`src/rtl/decode_var_pkg.sv`:
```
// Shared widths and helpers for the variable-width one-hot decoder family
// and its downstream checkers.
package decode_var_pkg;

    localparam int DEC1_W    = 16;
    localparam int DEC2_W    = 32;
    localparam int ERR_CNT_W = 8;
    localparam int STAB_W    = 8;

    // Ceiling log2, usable in constant expressions for port widths.
    function automatic int clog2_f(input int value);
        int r;
        r = 0;
        for (int i = 0; i < 31; i++) begin
            if ((1 << i) < value) begin
                r = i + 1;
            end
        end
        return r;
    endfunction

endpackage

```
`src/rtl/onehot_enc.sv`:
```
// Combinational one-hot encoder: lowest set bit index plus a not-exactly-one-hot flag.
module onehot_enc
    import decode_var_pkg::*;
#(
    parameter  int DEC_W = DEC1_W,
    localparam int ENC_W = clog2_f(DEC_W)
) (
    input  logic [DEC_W-1:0] word,
    output logic [ENC_W-1:0] idx,
    output logic             err
);

    // One spare bit so a full word of ones cannot wrap the population count.
    logic [ENC_W:0] w_cnt;

    always_comb begin
        idx   = '0;
        w_cnt = '0;
        // Scanning downward lets the lowest set bit overwrite any higher one.
        for (int i = DEC_W - 1; i >= 0; i--) begin
            if (word[i]) begin
                idx = ENC_W'(i);
            end
        end
        for (int i = 0; i < DEC_W; i++) begin
            w_cnt = w_cnt + {{ENC_W{1'b0}}, word[i]};
        end
        err = (w_cnt != {{ENC_W{1'b0}}, 1'b1});
    end

endmodule

```
`config.mk`:
```
export PLATFORM = sky130hd
export DESIGN_NAME = onehot_enc
export DESIGN_NICKNAME = d
export VERILOG_FILES = /design/src/rtl/decode_var_pkg.sv /design/src/rtl/onehot_enc.sv
export SDC_FILE = /design/constraint.sdc
export NUM_CORES = 1
export LEC_CHECK = 0
export BUFFER_PORTS_ARGS = -buffer_cell sky130_fd_sc_hd__buf_4
export CAP_MARGIN = 5
export CORE_UTILIZATION = 40
export DETAILED_ROUTE_END_ITERATION = 16
export GPL_ROUTABILITY_DRIVEN = 1
export PLACE_DENSITY = 0.68
export SETUP_SLACK_MARGIN = 0.3
export SLEW_MARGIN = 30
export SYNTH_ARGS = -nofsm -noshare
export SYNTH_HDL_FRONTEND = slang
export SYNTH_SLANG_ARGS = --single-unit
```
`constraint.sdc`:
```
create_clock -name vclk -period 8.25
set_clock_uncertainty 0.15 [all_clocks]
set_input_delay 0.4125 -clock vclk [all_inputs]
set_output_delay 0.4125 -clock vclk [all_outputs]
set_load 0.03 [all_outputs]
```
# After elaboration in Yosys (flattened, before gate mapping)
# Cells that the tools add are included.
# classes
add_sub_neg	15
muxes	16
eq_ne	1
# ops
operator	n
$mux 4	16
$add 5x1->5	11
$add 4x1->5	1
$ne 5x1->1 const B	1
$add 3x1->4	1
$add 2x1->3	1
$add 1x1->2	1
# totals
register_bits	0
output_inout_bits	5
in_bits	16

# Longest topological paths before layout
# Gate-level depths: netlist (run 1).
# logic_depth
word_depth	16
mapped_depth	13
mapped_depth_nobuf	13

# Worst setup path after synthesis (run 1)
# No wires, ideal clock.
# synth_path
kind	input-to-output
startpoint	input port word[5]
endpoint	output port err
path_slack_ns	4.057
cell_stages	12
n_path_buf	0
t_required_ns	7.687
arrival_time_ns	3.631
path_cell_list	inv_1 -> fa_1 -> inv_1 -> fa_1 -> fa_1 -> inv_1 -> fa_1 -> inv_1 -> ha_1 -> fa_1 -> nor4b_1 -> nand2_1
# synth_between
elab_chain_len	12
# synth_lines
item	line_no	rtl
from (decl)	onehot_enc.sv:8	input logic [DEC_W-1:0] word,
$add 5x1->5 (11 in series)	onehot_enc.sv:26	w_cnt = w_cnt + {{ENC_W{1'b0}}, word[i]};
$ne 5x1->1	onehot_enc.sv:28	err = (w_cnt != {{ENC_W{1'b0}}, 1'b1});
to (decl)	onehot_enc.sv:10	output logic err
# No other way between the ends.

# Worst setup path in the final report (run 1)
# layout_path
startpoint	input port word[11]
endpoint	output port err
# layout_between
elab_chain_len	6
# layout_lines
item	line_no
$add 5x1->5 (5 in series)	onehot_enc.sv:26
$ne 5x1->1	onehot_enc.sv:28
# No other way between the ends.

==> results of run 1 <==
[metal layers]
layer / track usage (%) / share of wire (%) / up-vias
met4: 0 / 0 / 0
met1: 22.97 / 48 / 226
met5: 0 / 0 / -
met3: 0 / 2.1 / 0
li1: - / - / 266
met2: 36.25 / 50 / 9
[worst paths after layout]
| kind | start | to | slack (ns) | cells past startpoint |
|---|---|---|---|---|
| hold / removal | word[0] | idx[0] | 1.03 | 3 |
| setup / recovery | word[11] | err | 3.82 | 14 |
[synth_stat cells, types with 2 or more instances]
library cell and number:
inv_1 23, fa_1 10, a21oi_1 5, ha_1 5, nor2_1 5, nand2_1 4, nor3_1 3, o21ai_0 3
nand3_1 2
[cell families after synthesis]
family	count (synthesis)	synth area share, %
AOI/OAI and AO/OA	14	16.47
adders and majority gates	15	48.72
buffers and inverters	23	16.01
and+or+nand+nor	17	18.79
[metrics by stage]
step	std cells	hold slack (ns)	setup WS [ns]	cell area, um2	power (uW)
2_1_floorplan	69	0.8803	4.057	539.3	69.31
3_3_place_gp	104	1.026	3.839	714.4	98.02
3_5_place_dp	104	1.035	3.802	714.4	100.8
4_1_cts	104	1.036	3.788	714.4	101.4
5_1_grt	104	1.051	3.586	714.4	121.5
6_report	104	1.031	3.817	714.4	99.28
[area by class of cell]
class,count,area [um2],area share (%)
inverter,23,86.33,12.08
timing repair buffer,21,157.7,22.07
tap,14,17.52,2.452
multi-input combinational,46,452.9,63.40
[where the power goes]
part	switching [uW]	total, uW	internal (uW)
clock	0	0	0
sequential	0	0	0
combinational	55.1	99.3	44.2
[worst max-delay path, cell delays in order]
cell     delay [ns]
buf_4          0.14
fa_1           0.53
inv_1          0.05
fa_1           0.48
inv_1          0.05
fa_1           0.47
inv_1          0.05
fa_1           0.48
inv_1          0.04
ha_1           0.19
fa_1           0.45
nor4b_1        0.29
nand2_1        0.08
buf_4          0.17
==> key figures, run 1 <==
Run status
  – Status: finished, final reports clean

Global route
  – First-pass GRT wire length: 1945 um
  – Pin count of the biggest net entering global routing: 6
  – Number of global-route vias before repair: 481
  – Global Route Usage Sum: 18.27%
  – Initial antenna violation count: 0
  – Grt ovf: 0

Detailed routing
  – Via density: 4.817
  – WL final: 1168 um
  – Starting DRT DRC Count: 4
  – Drc violations: 0
  – DRT antenna net count: 0
  – Routed length per placed instance: 11.23 um
  – Initial DRT Pass Iterations: 3
  – Routed via count: 501

Setup path
  – Worst Setup Path Type: in -> out
  – CP startpoint kind: primary input
  – Peak fanout along the critical path: 4
  – CP Capture Type: output port
  – Required time worst endpoint: 7.69 ns
  – CP arrival: 3.87 ns

Finish
  – Final Core Density: 61.00%
  – Layout Area Growth over Synthesis: 32.48%
  – Share of layout cells above drive strength 1: 26.67%
  – Commonest non-fill, non-tap cell in the layout: inv_1
  – Most frequent cells in the layout: 23 x inv_1, 21 x buf_4, 10 x fa_1
  – Post-layout net count: 123
  – Clkbuf count: 0
  – Seq_cells: 0
  – Fill count: 125
  – Register area: 0 um2
  – Diode count: 0

Clock tree
  – Post-CTS setup buffers: 0
  – Post_cts resized: 0
  – # hold bufs at CTS: 0

Synth
  – Synth area leader: fa_1
  – Share of the synthesized area in the top cell type: 37.12%
  – Mean Syn Cell Area: 7.815 um2
  – Yosys warnings: 0
  – Net Count, Synth: 100
  – Post-synthesis cell type count: 18
  – Ranking of synthesized cells by area: fa_1 37%, inv_1 16%, ha_1 12%, a21oi_1 4.6%, nor4_4 3.9%
  – Synth Instances: 69
  – Area of the mapped netlist: 539.3 um2
  – Seq/Total Area, Yosys: 0%

Placed design
  – Hpwl dp: 1097 um
  – Final Wtd Congestion: 0.7900
  – IO Port Bufs: 21

STA
  – TNS Setup: 0 ns
  – Final period util: 53.74%
  – Unrepaired setup endpoints after global routing: false
  – Peak Freq: 0.2256 GHz
  – Tmin final: 4.434 ns
  – Slew of the pin with the lowest slew margin: 0.2933 ns
  – Final Hold Fails: 0
  – Fin. max-slew vios: 0
  – Relative max-transition margin: 80.19%
  – Setup Viol. Count Final: 0

Floorplan
  – Core area: 0.001171 mm2
  – Die W: 38.72 um
  – Die ar.: 0.001499 mm2
  – Num rows: 12
  – Starting Density: 46.05%
  – Die Height: 38.72 um
  – IO Pins: 21

Power
  – LEAKAGE: 0.0003843 uW
  – PD cells: 139.0 mW/mm2
  – Worst vdd ir: 0.1432 mV

Job
  – Max-cap viol count: 0

Worst hold path
  – HP Class: in -> out
Power figures use the tool's default switching activity.
==> inputs of run 2 (changes only) <==
--- a/config.mk
+++ b/config.mk
@@ -10,7 +10,7 @@
 export CORE_UTILIZATION = 40
 export DETAILED_ROUTE_END_ITERATION = 16
 export GPL_ROUTABILITY_DRIVEN = 1
-export PLACE_DENSITY = 0.68
+export PLACE_DENSITY = 0.7
 export SETUP_SLACK_MARGIN = 0.3
 export SLEW_MARGIN = 30
 export SYNTH_ARGS = -nofsm -noshare
==> constraint.sdc (replaced) <==
create_clock -name vclk -period 3.75
set_clock_uncertainty 0.15 [all_clocks]
set_input_delay 0.1875 -clock vclk [all_inputs]
set_output_delay 0.1875 -clock vclk [all_outputs]
set_load 0.03 [all_outputs]
==> run 2 against run 1 <==
Effect of this change:
- the run now ends with negative setup slack left
- hold slack worse by 0.38 ns
- first-iteration DRC count is the same
- critical path depth unchanged
- via count rose by 13%
- utilization grew 9.5 points
- critical path type unchanged
- final cell count is 9.6% higher
- die area is the same
- non-clock buffer count up 10
- global-route usage grew 2.1 points
==> key figures, run 2 (synthesis gave the netlist of run 1 again) <==
STA
  – Peak Freq: 0.2585 GHz
  – Final Hold Fails: 0 (unchanged)
  – Tmin final: 3.868 ns
  – TNS Setup: -0.1182 ns (was 0 ns)
  – Setup Viol. Count Final: 1 (was 0)
  – Unrepaired setup endpoints after global routing: true (was false)
  – Slew of the pin with the lowest slew margin: 0.2648 ns (was 0.2933 ns)
  – Final period util: 103.2%
  – Relative max-transition margin: 82.20% (was 80.19%)
  – PnR worst setup slack: -0.1182 ns (was 3.817 ns)
  – Fin. max-slew vios: 0 (unchanged)

Floorplan
  – Die W: 38.72 um (unchanged)
  – IO Pins: 21 (unchanged)
  – Die Height: 38.72 um (unchanged)
  – Core area: 0.001171 mm2 (unchanged)
  – Die ar.: 0.001499 mm2 (unchanged)
  – Num rows: 12 (unchanged)
  – Starting Density: 46.05% (unchanged)

Finish
  – Clkbuf count: 0 (unchanged)
  – Final instance area: 825.8 um2 (was 714.4 um2)
  – Commonest non-fill, non-tap cell in the layout: buf_4 (was inv_1)
  – Fill count: 98 (was 125)
  – Area of the multi-input gates: 474.2 um2 (was 452.9 um2)
  – Final Non-Filler Cells: 114 (was 104)
  – Layout Area Growth over Synthesis: 53.13% (was 32.48%)
  – Seq_cells: 0 (unchanged)
  – Diode count: 0 (unchanged)
  – Register area: 0 um2 (unchanged)
  – Share of layout cells above drive strength 1: 40.00% (was 26.67%)
  – Post-layout net count: 133 (was 123)
  – Most frequent cells in the layout: 28 x buf_4, 20 x inv_1, 10 x fa_1 (was 23 x inv_1, 21 x buf_4, 10 x fa_1)
  – Final Core Density: 70.51% (was 61.00%)

Placed design
  – Post-Place Setup Slack: -0.2590 ns (was 3.802 ns)
  – Hpwl dp: 1168 um (was 1097 um)
  – IO Port Bufs: 21 (unchanged)
  – Final Wtd Congestion: 0.7871 (was 0.7900)
  – Placed cells: 114 (was 104)
  – Placement Cell Area: 798.3 um2 (was 714.4 um2)

Detailed routing
  – Drc violations: 0 (unchanged)
  – WL final: 1307 um (was 1168 um)
  – Routed via count: 568 (was 501)
  – DRT antenna net count: 0 (unchanged)
  – Routed length per placed instance: 11.46 um (was 11.23 um)
  – Starting DRT DRC Count: 4 (unchanged)
  – Initial DRT Pass Iterations: 4 (was 3)
  – Via density: 4.982 (was 4.817)

Setup path
  – CP Capture Type: output port (unchanged)
  – CP startpoint kind: primary input (unchanged)
  – Required time worst endpoint: 3.41 ns (was 7.69 ns)
  – Worst Setup Path Type: in -> out (unchanged)
  – CP arrival: 3.53 ns (was 3.87 ns)
  – Peak fanout along the critical path: 2 (was 4)

Global route
  – Grt ovf: 0 (unchanged)
  – Initial antenna violation count: 0 (unchanged)
  – First-pass GRT wire length: 2214 um (was 1945 um)
  – Number of global-route vias before repair: 552 (was 481)
  – Pin count of the biggest net entering global routing: 6 (unchanged)
  – Global Route Usage Sum: 20.39% (was 18.27%)

Job
  – Max-cap viol count: 0 (unchanged)

Power
  – PD cells: 317.3 mW/mm2 (was 139.0 mW/mm2)
  – LEAKAGE: 0.0004373 uW (was 0.0003843 uW)
  – Worst vdd ir: 0.2483 mV (was 0.1432 mV)

Clock tree
  – Post-CTS setup buffers: 0 (unchanged)
  – # hold bufs at CTS: 0 (unchanged)

Run status
  – Failing checks: negative setup slack
  – Status: complete, but fails checks (was finished, final reports clean)

Worst hold path
  – Hold path depth: 5 (was 3)
  – HP Class: in -> out (unchanged)
## run 2: changes by cell type in the layout (fill, tap and decap cells not counted)
| cell | previous run | this run |
|---|---|---|
| ha_1 | 5 | 4 |
| inv_2 | 0 | 3 |
| nand2_1 | 4 | 3 |
| nand2_2 | 0 | 1 |
| buf_6 | 0 | 2 |
| ha_4 | 0 | 1 |
| buf_4 | 21 | 28 |
| nor4b_2 | 0 | 1 |
| buf_8 | 0 | 1 |
| nor4b_1 | 1 | 0 |
| inv_1 | 23 | 20 |
## run 2: area by class of cell
type                       instances  area share, %
tap                               14          2.121
timing repair buffer              31          30.00
inverter                          23          10.45
multi-input combinational         46          57.42
## run 2: worst paths after layout
check | from | end | slack (ns)
worst max-delay path | word[11] | err | -0.12
worst min-delay path | word[6] | idx[3] | 0.65
## run 2: layer usage
metal	share of wire, %	GRT usage (%)	vias to the layer above
li1	-	-	286
met1	44	26.07	271
met2	54	40.00	11
met3	1.6	0	0
met4	0	0	0
met5	0	0	-
## run 2: worst max-delay path: stages
cell and delay [ns]:
buf_8 0.10, fa_1 0.53, inv_1 0.05, fa_1 0.48
inv_1 0.05, fa_1 0.47, inv_1 0.05, fa_1 0.49
inv_2 0.05, ha_4 0.15, fa_1 0.45, nor4b_2 0.25
nand2_2 0.08, buf_6 0.14
## run 2: per-stage QoR
stage	hold WS [ns]	total power [uW]
6_report	0.6504	262.0
5_1_grt	0.6814	305.1
4_1_cts	0.6491	256.5
3_5_place_dp	0.6499	248.9
3_3_place_gp	0.6419	240.2
2_1_floorplan	0.4303	169.5
## run 2: report_power, final
| part | total [uW] | switching [uW] | internal [uW] |
|---|---|---|---|
| registers | 0 | 0 | 0 |
| logic | 262 | 140 | 122 |
| clock network | 0 | 0 | 0 |
| total | 262 | 140 | 122 |
## run 2: what timing repair did
item | 4_1_cts | 5_1_grt
endpoints found under the setup margin | 1 | 1
pin swaps | 0 | 1
gates resized for setup | 3 | 6
